<file path="src/rtl/seg7_pattern_decoder.sv">
// Reverse 7-segment decoder: glitch-filters SEG, emits one event per
// newly stable glyph over VALID/READY, and counts error glyphs.
module seg7_pattern_decoder #(
   parameter int STABLE_CYCLES = 4,
   parameter int ERR_CNT_W     = 8
) (
   input  logic                 CLK,
   input  logic                 RST,
   input  logic [6:0]           SEG,
   input  logic                 READY,
   output logic                 VALID,
   output logic [1:0]           CODE,
   output logic                 ERR,
   output logic                 INVALID,
   output logic [ERR_CNT_W-1:0] ERR_COUNT
);

   localparam int CNT_W = $clog2(STABLE_CYCLES + 1);
   localparam logic [CNT_W-1:0] CNT_MAX = CNT_W'(STABLE_CYCLES);
   localparam logic [CNT_W-1:0] CNT_ONE = CNT_W'(1);

   localparam logic [6:0] GLYPH_1 = 7'b0110000;
   localparam logic [6:0] GLYPH_2 = 7'b1101101;
   localparam logic [6:0] GLYPH_3 = 7'b1111001;
   localparam logic [6:0] GLYPH_E = 7'b1001111;

   typedef enum logic {
      IDLE,
      PEND
   } state_t;

   typedef struct packed {
      logic [1:0] code;
      logic       err;
      logic       invalid;
   } event_t;

   state_t               state_q, state_d;
   logic [6:0]           s1_q, s1_d;
   logic [6:0]           last_q, last_d;
   logic [CNT_W-1:0]     cnt_q, cnt_d;
   event_t               evt_q, evt_d;
   logic [ERR_CNT_W-1:0] err_count_q, err_count_d;

   event_t dec;
   logic   stable;
   logic   slot_free;
   logic   accept;
   logic   blank_seen;

   always_comb begin
      dec = '0;
      unique case (1'b1)
         (s1_q == GLYPH_1): dec.code = 2'b01;
         (s1_q == GLYPH_2): dec.code = 2'b10;
         (s1_q == GLYPH_3): dec.code = 2'b11;
         (s1_q == GLYPH_E): dec.err  = 1'b1;
         default:           dec.invalid = (s1_q != 7'd0);
      endcase
   end

   always_comb begin
      stable     = (cnt_q == CNT_MAX);
      slot_free  = (state_q == IDLE) || READY;
      accept     = stable && (s1_q != 7'd0) &&
                   (s1_q != last_q) && slot_free;
      blank_seen = stable && (s1_q == 7'd0);
   end

   always_comb begin
      s1_d = SEG;
      if (SEG == s1_q) begin
         cnt_d = stable ? cnt_q : cnt_q + CNT_ONE;
      end else begin
         cnt_d = CNT_ONE;
      end
   end

   // A stable blank re-arms the same glyph even while the slot is busy.
   always_comb begin
      last_d      = last_q;
      evt_d       = evt_q;
      err_count_d = err_count_q;
      if (blank_seen) begin
         last_d = 7'd0;
      end
      if (accept) begin
         last_d = s1_q;
         evt_d  = dec;
         if ((dec.err || dec.invalid) && (err_count_q != '1)) begin
            err_count_d = err_count_q + 1'b1;
         end
      end
   end

   always_comb begin
      state_d = state_q;
      unique case (state_q)
         IDLE: begin
            if (accept) state_d = PEND;
         end
         PEND: begin
            if (READY && !accept) state_d = IDLE;
         end
         default: state_d = IDLE;
      endcase
   end

   always_ff @(posedge CLK) begin
      if (RST) begin
         state_q     <= IDLE;
         s1_q        <= '0;
         cnt_q       <= '0;
         last_q      <= '0;
         evt_q       <= '0;
         err_count_q <= '0;
      end else begin
         state_q     <= state_d;
         s1_q        <= s1_d;
         cnt_q       <= cnt_d;
         last_q      <= last_d;
         evt_q       <= evt_d;
         err_count_q <= err_count_d;
      end
   end

   assign VALID     = (state_q == PEND);
   assign CODE      = evt_q.code;
   assign ERR       = evt_q.err;
   assign INVALID   = evt_q.invalid;
   assign ERR_COUNT = err_count_q;

endmodule

</file>
<file path="config.mk">
export PLATFORM = sky130hd
export DESIGN_NAME = seg7_pattern_decoder
export DESIGN_NICKNAME = d
export VERILOG_FILES = /design/src/rtl/seg7_pattern_decoder.sv
export SDC_FILE = /design/constraint.sdc
export NUM_CORES = 1
export LEC_CHECK = 0
export ABC_CLOCK_PERIOD_IN_PS = 2300
export BUFFER_PORTS_ARGS = -buffer_cell sky130_fd_sc_hd__buf_2
export CAP_MARGIN = 25
export CELL_PAD_IN_SITES_DETAIL_PLACEMENT = 1
export CELL_PAD_IN_SITES_GLOBAL_PLACEMENT = 2
export CORE_MARGIN = 2
export CORE_UTILIZATION = 34
export CTS_CLUSTER_SIZE = 40
export DETAILED_ROUTE_END_ITERATION = 6
export GPL_TIMING_DRIVEN = 1
export PLACE_DENSITY_LB_ADDON = 0.2
export RECOVER_POWER = 50
export REMOVE_ABC_BUFFERS = 1
export SETUP_SLACK_MARGIN = 0.3
export SLEW_MARGIN = 30
export SYNTH_ARGS = -nofsm -noshare
export SYNTH_HDL_FRONTEND = slang
export SYNTH_SLANG_ARGS = --single-unit
</file>
<file path="constraint.sdc">
create_clock -name CLK -period 2.3 [get_ports CLK]
set_input_delay 0.345 -clock CLK [delete_from_list [all_inputs] [get_ports CLK]]
set_output_delay 0.345 -clock CLK [all_outputs]
set_load 0.02 [all_outputs]
</file>
---- Word-level counts from Yosys, hierarchy flattened ----
Index checks and enable logic that the tools add are counted.
cells by class
  mux-type cells .......................... 10
  divide/modulo/power cells ............... 0
  reductions and logical operators ........ 15
  magnitude comparators ................... 0
  add/subtract/negate cells ............... 2
  bitwise gates (word level) .............. 2
  equal/unequal tests ..................... 9
  $mul .................................... 0
  shift-type cells ........................ 0
operator list
  cell                 number
  $eq 7x7->1 const B   3
  $mux 7               2
  $add 8x1->8 const B  1
  $ne 8x8->1 const B   1
  $eq 7x6->1 const B   1
  $eq 7x7->1           1
  $logic_not 7->1      1
  $ne 7x7->1           1
  $reduce_bool 7->1    1
  $logic_and 1x1->1    6
  $mux 1               6
  $pmux 2 s3           1
  $reduce_or 4->1      1
  $add 3x1->3 const B  1
  $eq 3x3->1 const B   1
  $logic_or 1x1->1     2
  $ne 2x2->1 const B   1
  $not 1->1            2
  $pmux 1 s2           1
  $reduce_and 2->1     1
  $reduce_bool 2->1    1
  $reduce_or 2->1      1
  $logic_not 1->1      1
word-level totals
  memories kept ........................... 0
  ROM bits ................................ 0
  RAM bits ................................ 0
  output and inout port bits .............. 13
  register bits after elaboration ......... 30
  bits in latches ......................... 0
  word-level logic and storage cells ...... 47

---- Logic depth before layout (Yosys ltp) ----
  depth in word-level cells ............... 8
  gate-level depth with buffers ........... 9
  gate-level depth less buffers ........... 7

---- Worst setup path before layout ----
Ideal clock, no wire load.
  path type ............................... flip-flop to flip-flop
  start ................................... reg cnt_q[0]
  end ..................................... reg err_count_q[5] (netlist: ERR_COUNT[5])
  data required time ...................... 2.179 ns
  library setup time ...................... 0.121 ns
  path buffers ............................ 0
  arrival ................................. 1.745 ns
  stages on the path, launching flop included .. 8
  path slack .............................. 0.435 ns
  cells stage by stage .................... dfxtp_1 inv_1 ha_1 nand2_1 a211oi_4 o21ai_2 nor4_1 mux2_2
on the way
  word-level cells in the longest chain between the ends .. 5
ends and longest elaborated chain
  item                             RTL line  text
  start: declaration               41        logic [CNT_W-1:0] cnt_q, cnt_d;
  start signal: assignment         120       cnt_q <= cnt_d;
  $eq 3x3->1                       63        stable = (cnt_q == CNT_MAX);
  $logic_and 1x1->1 (2 in series)  65        accept = stable && (s1_q != 7'd0) &&
  $logic_and 1x1->1                66        (s1_q != last_q) && slot_free;
  $reduce_and 2->1 (no line)       n/a
  end signal: assignment           123       err_count_q <= err_count_d;
  end: declaration                 43        logic [ERR_CNT_W-1:0] err_count_q, err_count_d;
Every way passes these cells.
A chain may end at the register's enable or synchronous reset.

---- Worst setup path in the final report ----
  start ................................... reg cnt_q[0]
  end ..................................... reg err_count_q[4] (netlist: ERR_COUNT[4])
The elaborated chain is that of the path after synthesis.

==> impl.org <==
** Global routing
- The number of global-route vias before repair came to approximately 1,400.
- Antenna violations before repair :: 0
- Global routing used between 15 and 20% of the available tracks.
- Gr ovfl total :: 0
- Entering global routing, the biggest net connects 35 pins.
- Global-route wire length before repair :: a little under 7000 µm

** Critical path
- The cell family contributing the most delay on the critical path is simple AND/OR/NAND/NOR gates.
- Among all stages on the critical path, the largest delay is contributed by sky130_fd_sc_hd__or4_1.
- Tracing the worst setup path back leads to its startpoint at cnt_q[0].
- The worst setup path is captured at a flip-flop.
- The largest single stage delay on the critical path is 0.50 ns.
- Together, buffers and inverters on the worst path number 2.
- Data on the critical path arrives at its endpoint at around 2.1 ns.
- STA puts the critical path data required time at about 2.5 ns.
- Walking the worst path, the cells encountered are inv_2, ha_4, nand2_4, a211oi_4, o21ai_4, buf_6, or4_1, a21oi_1.
- Crit path max fanout :: 10
- Worst setup path category :: flip-flop to flip-flop
- CP startpoint kind :: flip-flop
- Start of the worst register-to-register path :: cnt_q[0]

** Layout
- Final standard cell utilization of the core :: a little over two fifths
- The filler cells instantiated in the layout total approximately 520.
- Design Area, Final :: 0.00188 mm²
- At the end of the flow, the number of nets in the layout was about 210.
- Area grow syn2layout :: 20.6%
- The number of antenna diodes in the final layout is 0.
- The post-route netlist has between 20% and 30% of its cells at a drive strength greater than 1.

** STA
- Summed over all failing endpoints, the final setup total negative slack is 0 ns.
- Transition time at the pin with the least slew margin :: roughly 1.5 ns
- Count of final setup violators :: 0
- Max frequency :: ~520 MHz
- Post-layout minimum cycle time :: between 1.5 and 2 ns
- Setup repair after global routing left no endpoint under its margin.
- Worst rel slew slack :: -2.61%
- Final hold violations :: 0
- Clock tree skew after final layout :: between 0.009 and 0.01 ns
- The worst path uses between 80% and 90% of the clock period.
- Total count of max-transition violations in the final report :: 35

** Clock network
- Cts-stage hold buffer count :: 0
- Level count of the clock H-tree :: 2
- Clock net sink count :: 30
- After clock tree synthesis, the clock-pin slew on the worst setup and hold paths is 0.07 ns.
- Clock Path Buffers :: 2
- Clock latency on the worst-skew pair, taken at its later pin, is around 0.28 ns.
- TritonCTS created 5 clock buffers.
- CTS placed an instance of sky130_fd_sc_hd__clkbuf_8 at the clock tree root.
- CTS tree :: built

** Synth
- Share of the synthesized area in the top cell type :: roughly 39%
- Largest cells by area after synthesis :: sky130_fd_sc_hd__dfxtp_1 39%, sky130_fd_sc_hd__xnor2_1 6.2%, sky130_fd_sc_hd__a21oi_1 4.5%
- sky130_fd_sc_hd__dfxtp_1 takes more of the synthesized area than any other cell.
- Top cell types by occurrence after synthesis :: 30 x sky130_fd_sc_hd__dfxtp_1, 14 x sky130_fd_sc_hd__a21oi_1, 12 x sky130_fd_sc_hd__nand3_1
- Share of async-settable or async-resettable flops after synthesis :: 0%
- Dominant cell by count in the synthesized netlist :: sky130_fd_sc_hd__dfxtp_1
- In this run the mean area of a mapped cell was a little over 9 µm².
- Fraction of the yosys area taken by sequential cells :: between 30% and 40%
- Synthesized instance count :: 172
- Synthesis instantiated 38 different standard cells from the library.
- In the synthesized netlist the dominant register cell turns out to be sky130_fd_sc_hd__dfxtp_1.
- Syn. warnings :: 0
- Number of register bits inferred by synthesis :: 30
- The synthesized design contains 0 enable-type register cells.
- Area of the mapped netlist :: ~0.0016 mm²

** Routing
- Number of vias after detailed routing :: between 1,000 and 1,500
- Wire length per cell after detailed routing :: about 16 µm
- TritonRoute pass-1 iters :: 4
- Vias per cell :: about 5.3
- Summed over all layers, the routed wires come to 3970 µm.
- DRC violation total after the first TritonRoute iteration :: 34
- Antenna Nets Post-Route :: 0
- Number of remaining DRC errors :: 0

** Power
- The completed layout was analyzed and its total power is ~1100 µW.
- The analysis attributes to cell leakage a power of 0.000662 µW.
- For this design the ratio of total power to cell area is roughly 580 mW/mm².
- IR analysis of the VDD net gives a maximum drop of around 260 µV.

** Floorplanning
- Area of the core :: 0.00438 mm²
- Die area :: 0.00514 mm²
- Die width :: around 70 µm
- From bottom edge to top edge, the die measures slightly above 70 µm.
- For this configuration, the core starts out at a cell density of 35.5%.
- 23 I/O pins were placed.
- Total number of placement rows :: 24

** Run status
- The run finished, with violations left.
- The checks that failed: max-capacitance violations, max-slew violations.

** Job
- Max capacitance violation total :: 1

** Worst hold path
- The startpoint identified for the worst hold timing path is SEG[3].
- Hold WC Path Type :: input port to flip-flop

** Placement
- The count of buffers added on input and output ports is 22.
- Instance area at placement :: between 0.0015 and 0.002 mm²
- Detailed placement ended at an HPWL of between 2000 and 3000 µm.
- Final weighted congestion in routability-driven placement :: 0.827
[per-layer routing]
layer	vias to the layer above	wire length [µm]	share of wire, %	global-route usage, %
li1	665	-	-	-
met1	650	1960	49	22.6
met2	18	1850	47	26.5
met3	6	108	2.7	3.80
met4	0	47	1.2	5.03
met5	-	0	0	0
[worst reg2reg max path: cells and delay by family, from the launching register on]
| kind | cells | cell delay (ns) |
|---|---|---|
| AO/OA/AOI/OAI | 3 | 0.51 |
| adder cells (fa/ha/maj) | 1 | 0.16 |
| AND/OR/NAND/NOR | 2 | 0.58 |
| buffers and inverters | 2 | 0.26 |
| flip-flops | 1 | 0.33 |
[worst paths after layout]
kind         depth (start not counted)            to  slack (ns)
max                                  8  ERR_COUNT[4]        0.39
min                                  2       s1_q[3]        0.30
max reg2reg                          8  ERR_COUNT[4]        0.39
min reg2reg                          2     last_q[5]        0.49
[per-stage QoR]
step | std cells | setup slack, ns | hold WS (ns)
after floorplan | 162 | 0.238 | 0.414
after global placement | 243 | 0.289 | 0.471
after detailed placement | 243 | 0.208 | 0.485
after CTS | 253 | 0.306 | 0.303
after global routing | 253 | 0.290 | 0.312
final | 253 | 0.385 | 0.303
[power breakdown]
group          leakage (µW)  switching (µW)  internal, µW  total (µW)
Sequential         0.000245            18.5           528         547
Clock             0.0000482             200           241         441
Combinational      0.000368            52.9          41.6        94.4
[timing repair]
action	CTS	global route
gates resized for setup	9	11
setup buffers	2	0
hold endpoints to repair	0	0
pin swaps	2	1
endpoints found under the setup margin	17	15
[cells in the final DEF (no fill, tap or decap), types with 4 or more instances in the layout]
master                     count
sky130_fd_sc_hd__nand4_1       4
sky130_fd_sc_hd__a21oi_1      13
sky130_fd_sc_hd__nand3_1      12
sky130_fd_sc_hd__mux2i_1       4
sky130_fd_sc_hd__clkbuf_1     15
sky130_fd_sc_hd__nand2_1       4
sky130_fd_sc_hd__buf_4         8
sky130_fd_sc_hd__dfxtp_1      24
sky130_fd_sc_hd__dfxtp_2       6
sky130_fd_sc_hd__clkbuf_8      6
sky130_fd_sc_hd__nor2_1       11
sky130_fd_sc_hd__nor2b_1      11
sky130_fd_sc_hd__nor4_1        4
sky130_fd_sc_hd__o211ai_1      5
sky130_fd_sc_hd__xnor2_1      11
sky130_fd_sc_hd__inv_1         4
sky130_fd_sc_hd__buf_2         8
sky130_fd_sc_hd__xor2_1        5
sky130_fd_sc_hd__nor3_1        4
[logic make-up after synthesis]
family / after synthesis / share of synthesized area, %
xor gates and xnor gates: 16 / 9.00
DFF: 30 / 38.6
buffers and inverters: 16 / 5.70
AOI/OAI and AO/OA: 34 / 14.9
muxes: 7 / 4.74
adders and majority gates: 3 / 2.41
and+or+nand+nor: 66 / 24.7
[flip-flops by register name, summed over array words and instances (netlist names)]
register   cells
CODE           2
cnt_q          3
INVALID        1
s1_q           7
ERR_COUNT      8
last_q         7
VALID          1
ERR            1
[area by class of cell]
cell class / instances / area, µm² / share of cell area [%]
timing repair buffer: 31 / 164 / 8.72
multi-input combinational: 126 / 928 / 49.4
clock inverter: 1 / 5.00 / 0.266
tap: 52 / 65.1 / 3.46
inverter: 6 / 22.5 / 1.20
sequential: 30 / 608 / 32.4
clock buffer: 7 / 86.3 / 4.59
Power figures use the tool's default switching activity.
